<file path="config.mk">
export PLATFORM = sky130hd
export DESIGN_NAME = alu_issue_queue
export DESIGN_NICKNAME = d
export VERILOG_FILES = /design/src/rtl/alu_issue_queue.sv
export SDC_FILE = /design/constraint.sdc
export NUM_CORES = 1
export LEC_CHECK = 0
export CAP_MARGIN = 20
export CORE_MARGIN = 2
export CORE_UTILIZATION = 64
export CTS_CLUSTER_DIAMETER = 40
export DETAILED_ROUTE_END_ITERATION = 7
export GPL_TIMING_DRIVEN = 0
export PLACE_DENSITY_LB_ADDON = 0.05
export REMOVE_ABC_BUFFERS = 1
export SKIP_LAST_GASP = 1
export SLEW_MARGIN = 5
export SYNTH_ARGS = -nofsm -noshare
export SYNTH_HDL_FRONTEND = slang
export SYNTH_SLANG_ARGS = --single-unit
</file>
<file path="constraint.sdc">
create_clock -name clk -period 9.1 [get_ports clk]
set_input_delay 1.365 -clock clk [delete_from_list [all_inputs] [get_ports clk]]
set_output_delay 1.365 -clock clk [all_outputs]
set_load 0.02 [all_outputs]
</file>
<file path="src/rtl/alu_issue_queue.sv">
// ALU reservation station: holds dispatched ops until both sources are ready,
// snoops the CDB for wakeups and issues the oldest ready op each cycle.

localparam int PREG_W    = 6;
localparam int ROB_TAG_W = 5;

typedef struct packed {
    logic [PREG_W-1:0]    rs1_tag;
    logic [PREG_W-1:0]    rs2_tag;
    logic [PREG_W-1:0]    rd_tag;
    logic                 rd_used;
    logic [3:0]           alu_op;
    logic [31:0]          imm;
    logic                 imm_used;
    logic [ROB_TAG_W-1:0] rob_tag;
} issue_pkt_t;

module alu_issue_queue #(
    parameter int DEPTH = 8,
    parameter int OCC_W = $clog2(DEPTH + 1)
) (
    input  logic              clk,
    input  logic              rst_n,
    input  logic              flush_i,
    input  logic              disp_valid_i,
    output logic              disp_ready_o,
    input  issue_pkt_t        disp_pkt_i,
    input  logic              disp_rs1_rdy_i,
    input  logic              disp_rs2_rdy_i,
    input  logic              cdb_valid_i,
    input  logic [PREG_W-1:0] cdb_tag_i,
    output logic              issue_valid_o,
    input  logic              issue_ready_i,
    output issue_pkt_t        issue_pkt_o,
    output logic [OCC_W-1:0]  occupancy_o
);

    logic [DEPTH-1:0] valid_q, valid_d;
    logic [DEPTH-1:0] rs1_rdy_q, rs1_rdy_d;
    logic [DEPTH-1:0] rs2_rdy_q, rs2_rdy_d;
    // older_q[i][j] = 1 when entry i arrived before entry j
    logic [DEPTH-1:0] older_q [DEPTH];
    logic [DEPTH-1:0] older_d [DEPTH];
    issue_pkt_t       pkt_q   [DEPTH];

    logic [DEPTH-1:0] cand;
    logic [DEPTH-1:0] sel_oh;
    logic [DEPTH-1:0] alloc_oh;
    logic             alloc_found;
    logic [OCC_W-1:0] occ;
    logic             disp_fire;
    logic             issue_fire;
    logic             disp_rs1_wake;
    logic             disp_rs2_wake;

    // Occupancy, free-slot search and oldest-ready select, all from registered state.
    // NOTE: every always_comb output gets a default first so no path can infer a latch.
    always_comb begin
        occ         = '0;
        alloc_oh    = '0;
        alloc_found = 1'b0;
        cand        = valid_q & rs1_rdy_q & rs2_rdy_q;
        sel_oh      = cand;
        issue_pkt_o = '0;
        for (int i = 0; i < DEPTH; i++) begin
            occ = occ + OCC_W'(valid_q[i]);
            if (!valid_q[i] && !alloc_found) begin
                alloc_oh[i] = 1'b1;
                alloc_found = 1'b1;
            end
            for (int j = 0; j < DEPTH; j++) begin
                if (j != i && cand[j] && older_q[j][i]) sel_oh[i] = 1'b0;
            end
        end
        for (int i = 0; i < DEPTH; i++) begin
            if (sel_oh[i]) issue_pkt_o = pkt_q[i];
        end
    end

    assign occupancy_o   = occ;
    assign disp_ready_o  = (occ != OCC_W'(DEPTH));
    assign issue_valid_o = |cand;
    assign disp_fire     = disp_valid_i && disp_ready_o;
    assign issue_fire    = issue_valid_o && issue_ready_i;
    assign disp_rs1_wake = cdb_valid_i && (cdb_tag_i == disp_pkt_i.rs1_tag);
    assign disp_rs2_wake = cdb_valid_i && (cdb_tag_i == disp_pkt_i.rs2_tag);

    always_comb begin
        valid_d   = valid_q;
        rs1_rdy_d = rs1_rdy_q;
        rs2_rdy_d = rs2_rdy_q;
        older_d   = older_q;
        for (int i = 0; i < DEPTH; i++) begin
            if (cdb_valid_i && valid_q[i]) begin
                if (pkt_q[i].rs1_tag == cdb_tag_i) rs1_rdy_d[i] = 1'b1;
                if (pkt_q[i].rs2_tag == cdb_tag_i) rs2_rdy_d[i] = 1'b1;
            end
        end
        if (issue_fire) valid_d = valid_d & ~sel_oh;
        if (disp_fire) begin
            for (int i = 0; i < DEPTH; i++) begin
                if (alloc_oh[i]) begin
                    valid_d[i]   = 1'b1;
                    rs1_rdy_d[i] = disp_rs1_rdy_i || disp_rs1_wake;
                    rs2_rdy_d[i] = disp_pkt_i.imm_used || disp_rs2_rdy_i || disp_rs2_wake;
                    older_d[i]   = '0;
                    for (int j = 0; j < DEPTH; j++) older_d[j][i] = valid_q[j];
                end
            end
        end
        if (flush_i) valid_d = '0;
    end

    // NOTE: sequential state uses non-blocking assignments so all registers update together.
    always_ff @(posedge clk or negedge rst_n) begin
        if (!rst_n) begin
            valid_q   <= '0;
            rs1_rdy_q <= '0;
            rs2_rdy_q <= '0;
            for (int i = 0; i < DEPTH; i++) older_q[i] <= '0;
        end else begin
            valid_q   <= valid_d;
            rs1_rdy_q <= rs1_rdy_d;
            rs2_rdy_q <= rs2_rdy_d;
            older_q   <= older_d;
        end
    end

    // NOTE: the payload array has no reset; it is only ever read behind a valid bit.
    always_ff @(posedge clk) begin
        for (int i = 0; i < DEPTH; i++) begin
            if (disp_fire && alloc_oh[i]) pkt_q[i] <= disp_pkt_i;
        end
    end

endmodule

</file>
* Yosys cells after proc, flatten, opt, wreduce, memory -nomap -nowiden *
Memories as Yosys holds them, arrays and structs flattened.
Index checks and enable logic that the tools add are counted.

word-level totals
  register bits after elaboration = 86
  latch bits = 0
  memory bits (writable) = 488
  ROM bits = 0
  output and inout port bits = 67
  logic and storage cells = 505
  memories = 1

cells by class
  add/subtract/negate cells = 7
  multipliers = 0
  divide/modulo/power cells = 0
  magnitude comparators = 0
  equality and inequality tests = 26
  shift operators = 0
  multiplexer cells = 240
  bitwise operators = 4
  reduce and logical (&&, ||, !) cells = 162

memories
  memory  depth  width  read ports  clocked after Yosys merged registers in  write ports  RTL line  source
  pkt_q   8      61     8           0                                        1            44        issue_pkt_t pkt_q [DEPTH];

operators by type and width
  cell                                                    number
  two-way mux 61 bit                                      15
  OR reduction 61 bit                                     7
  two-way mux 1 bit                                       205
  equality test 6 bit                                     18
  two-way mux 8 bit                                       12
  logical AND 1 bit                                       83
  AND reduction 2 bit                                     34
  nonzero test 2 bit                                      21
  bitwise AND 8 bit                                       3
  two-way mux 3 bit                                       7
  adder 4 x 1 -> 4 bit                                    4
  inequality test 2 x 1 -> 1 bit (second input constant)  7
  zero test 1 bit                                         13
  inverter 8 bit                                          1
  OR reduction 8 bit                                      1
  two-way mux 7 bit                                       1
  adder 3 x 1 -> 4 bit                                    1
  inequality test 4 bit (second input constant)           1
  adder 2 x 1 -> 3 bit                                    1
  logical OR 1 bit                                        3
  adder 1 x 1 -> 2 bit                                    1

* Depth between registers and ports, before layout *
  word-level depth = 26
  gate-level depth with buffers = 16
  mapped depth without buffers = 15

* Least setup slack after synthesis *
No wires, ideal clock.

  kind = register -> register
  from = register valid_q[0]
  to = memory pkt_q[0][0] in the netlist's numbering (enable)
  library setup time = 0.449 ns
  arrival time = 5.181 ns
  path slack = 3.469 ns
  stages on the path, launching flop included = 14
  cell sequence = dfrtp_1 fa_1 inv_1 fa_1 fa_1 inv_1 ha_1 inv_1 fa_1 nand2b_1 o41a_1 nand2b_1 inv_1 buf_1

between the ends
  cells in the longest elaborated chain, start to end = 25
  elaborated cells between the ends (all ways) = 81
  classes of those cells = 7 x add/sub; 1 x eq/ne; 44 x mux; 29 x reduce/logical

RTL lines
  element                                                        RTL line  source
  start, declared                                                38        logic [DEPTH-1:0] valid_q, valid_d;
  start signal, assigned                                         122       valid_q <= valid_d;
  branches (longest 25 deep; another with adder 3 x 1 -> 4 bit)  --
  end, declared                                                  44

Parallel ways; which one is timed is not known.

==> metrics.txt <==
fin crit period=6.30 ns; DRT iter0 DRCs=2,319; clk slew on worst S/H paths=0.05 ns; port bufs=141; async set-reset flop share out of synthesis=14.1%; CTS max path bufs=3; Least-Margin Pin Slew=1.15 ns; Worst Path Max Fanout=23; status=completed; slew margin rel.=23.0%; GR Util All Layers=35.2%; post-DP HPWL=38.7 mm; Worst Setup Slack, final=2.80 ns; initial antenna violation count=3; Num Clock Sinks=568; WL final=67.9 mm; commonest non-fill, non-tap cell in the layout=edfxtp_1; Starting Density=65.2%; Clock Tree Root=clkbuf_16; Ports=142; post-placement setup slack=3.48 ns; Die Span Y=198 um; Synth cell types=56; Crit-path slowest cell=clkdlybuf4s50_1; Buf/Inv on CP=5; maximum achievable frequency=0.159 GHz; 1st-pass router iterations=7; P&R area growth vs syn=18.3%; Worst Path Required=7.74 ns; DR vias=16,800; total die area=39,000 sq um; sequential share of the synthesized area=69.5%; # H-tree levels=3; first-pass GRT wire length=101 mm; Post-synth EDFFs=488; post-CTS setup-driven buffer insertion count=0; Vias/cell=7.16; CP delay by family, top=buffers and inverters; WL/cell=28.9 um; Cell Area, Synth=24,000 sq um; vias in the first global route=16,800; drt drc=0; largest net degree at the start of global routing=67; Crit Path Class=flip-flop to primary output; Peak VDD IR=0.000168 V; Crit path arrival time=4.94 ns; die width=198 um; CTS tree=built; CP cell instances=nand3_1 > o2111ai_1 > nand4b_1 > buf_6 > buf_8 > o21ai_4 > buf_12 > buf_16 > a211o_1 > a31oi_1 > clkdlybuf4s50_1; clock skew=0.0128 ns; Worst setup SP type=flip-flop; commonest cells after routing, fill and taps aside=edfxtp_1 (488), a21oi_1 (155), clkdlybuf4s50_1 (140); Synth Register Bits=568; final-stage net count=1,913; GRT overflow=0; PostCTS Resize Cnt=0; most used flip-flop cell after synthesis=edfxtp_1; hold_buf cts=0; share of cells above drive strength 1=9.63%; CP peak stage delay=0.69 ns; Post-Syn Area per Cell=14.0 sq um; Synthesis Warnings=0; Num CTS Buffers=66; Synth Instances=1,710; Core Region=36,800 sq um; HP Class=flip-flop to flip-flop; Final setup viols=0; final hold slack=0.494 ns; PwrDens=211 nW/um^2; # Max-Cap Violations=0; final number of hold-violating endpoints=0; max-slew violation count=0; Setup crit end kind=primary output; Pleak=9.63 nW; Post-DRT Antenna Nets=0; Overall Power=0.00598 W; Final period util=69.3%; Post-Place Cell Area=26,100 sq um; RSZ-0062 raised after global routing=no; row count=70; final instance area=28,400 sq um; Skew-Pair Late Insertion Delay=0.60 ns; GPL Wtd Cong=0.899
[worst min-delay path, delay by kind of cell, from the launching register on]
family / cells / cell delay (ns)
AND/OR/NAND/NOR: 2 / 0.12
flip-flops: 1 / 0.34
[synth_stat cells, types with 2 or more instances]
master / count / share of area, %
a211o_1: 61 / 2.2
a21o_1: 5 / 0.16
a21oi_1: 155 / 3.2
a22o_1: 4 / 0.15
a22oi_1: 3 / 0.094
a31oi_1: 61 / 1.6
and3_1: 2 / 0.052
and3_2: 3 / 0.094
buf_1: 6 / 0.094
buf_2: 31 / 0.65
buf_4: 2 / 0.063
buf_6: 10 / 0.47
clkbuf_1: 58 / 0.91
clkbuf_8: 24 / 1.4
dfrtp_1: 80 / 8.3
edfxtp_1: 488 / 61
fa_1: 4 / 0.33
ha_1: 5 / 0.26
inv_1: 31 / 0.49
inv_2: 2 / 0.031
nand2_1: 42 / 0.66
nand2b_1: 5 / 0.13
nand3_1: 134 / 2.8
nand3_2: 4 / 0.17
nand4_1: 41 / 1.1
nor2_1: 41 / 0.64
nor3_1: 17 / 0.35
nor4_1: 19 / 0.50
o2111ai_1: 6 / 0.22
o21ai_0: 24 / 0.50
o22a_1: 5 / 0.18
o22ai_1: 124 / 3.2
o2bb2ai_1: 63 / 2.3
o31ai_1: 3 / 0.094
or2_2: 3 / 0.078
or4_1: 17 / 0.53
xnor2_1: 7 / 0.26
xor2_1: 102 / 3.7
[layout make-up]
cell class	count	area, sq um
Clock inverter	46	503
Fill cell	2193	8420
Antenna cell	4	10.0
Tap cell	468	586
Sequential cell	568	16700
Multi-Input combinational cell	976	6390
Timing Repair Buffer	184	2360
Inverter	33	144
Clock buffer	73	1720
[metrics by stage]
step,TNS [ns],util (%),cells
after floorplan,0,-,1577
after global placement,-117.21,68.2,2186
after detailed placement,0,70.9,2226
after CTS,0,77.0,2345
after global routing,0,77.1,2349
final,0,77.1,2352
[power by group]
part / total, W / switching [W] / internal, W
clock network: 0.00268 / 0.00107 / 0.00161
registers: 0.00292 / 0.0000403 / 0.00288
logic: 0.000377 / 0.000220 / 0.000157
total: 0.00598 / 0.00133 / 0.00465
[final timing paths]
kind	from	endpoint	slack, ns	depth (start not counted)
min in group asynchronous	rst_n	valid_q[0]$_DFF_PN0_	0.70	1
setup / recovery	valid_q[7]$_DFF_PN0_	issue_pkt_o[7]	2.80	11
hold / removal	older_q[43]$_DFFE_PN0P_	older_q[43]$_DFFE_PN0P_	0.49	2
max in group asynchronous	rst_n	rs2_rdy_q[1]$_DFF_PN0_	7.80	2
setup reg to reg	valid_q[0]$_DFF_PN0_	rs1_rdy_q[4]$_DFF_PN0_	3.30	16
hold reg to reg	older_q[43]$_DFFE_PN0P_	older_q[43]$_DFFE_PN0P_	0.49	2
[metal layers]
metal	track usage [%]	vias to the layer above	share of wire, %
met4	15.7	0	3.8
met2	52.3	1221	45
met5	0	-	0
met3	8.13	220	11
met1	50.4	8375	39
li1	-	7029	-
[sequential cells by signal, indices dropped and copies added, names as in the netlist]
register	flops
rs2_rdy_q	8
older_q	56
pkt_q	488
rs1_rdy_q	8
valid_q	8
[kinds of logic after synthesis]
family | Yosys count | share of synthesized area (%)
flops | 568 | 69.5
compound gates | 521 | 14.3
simple gates | 336 | 7.41
buf+inv | 166 | 4.16
xor+xnor | 109 | 3.98
fa+ha+maj | 9 | 0.595
mux | 1 | 0.0418
Power figures use the tool's default switching activity.
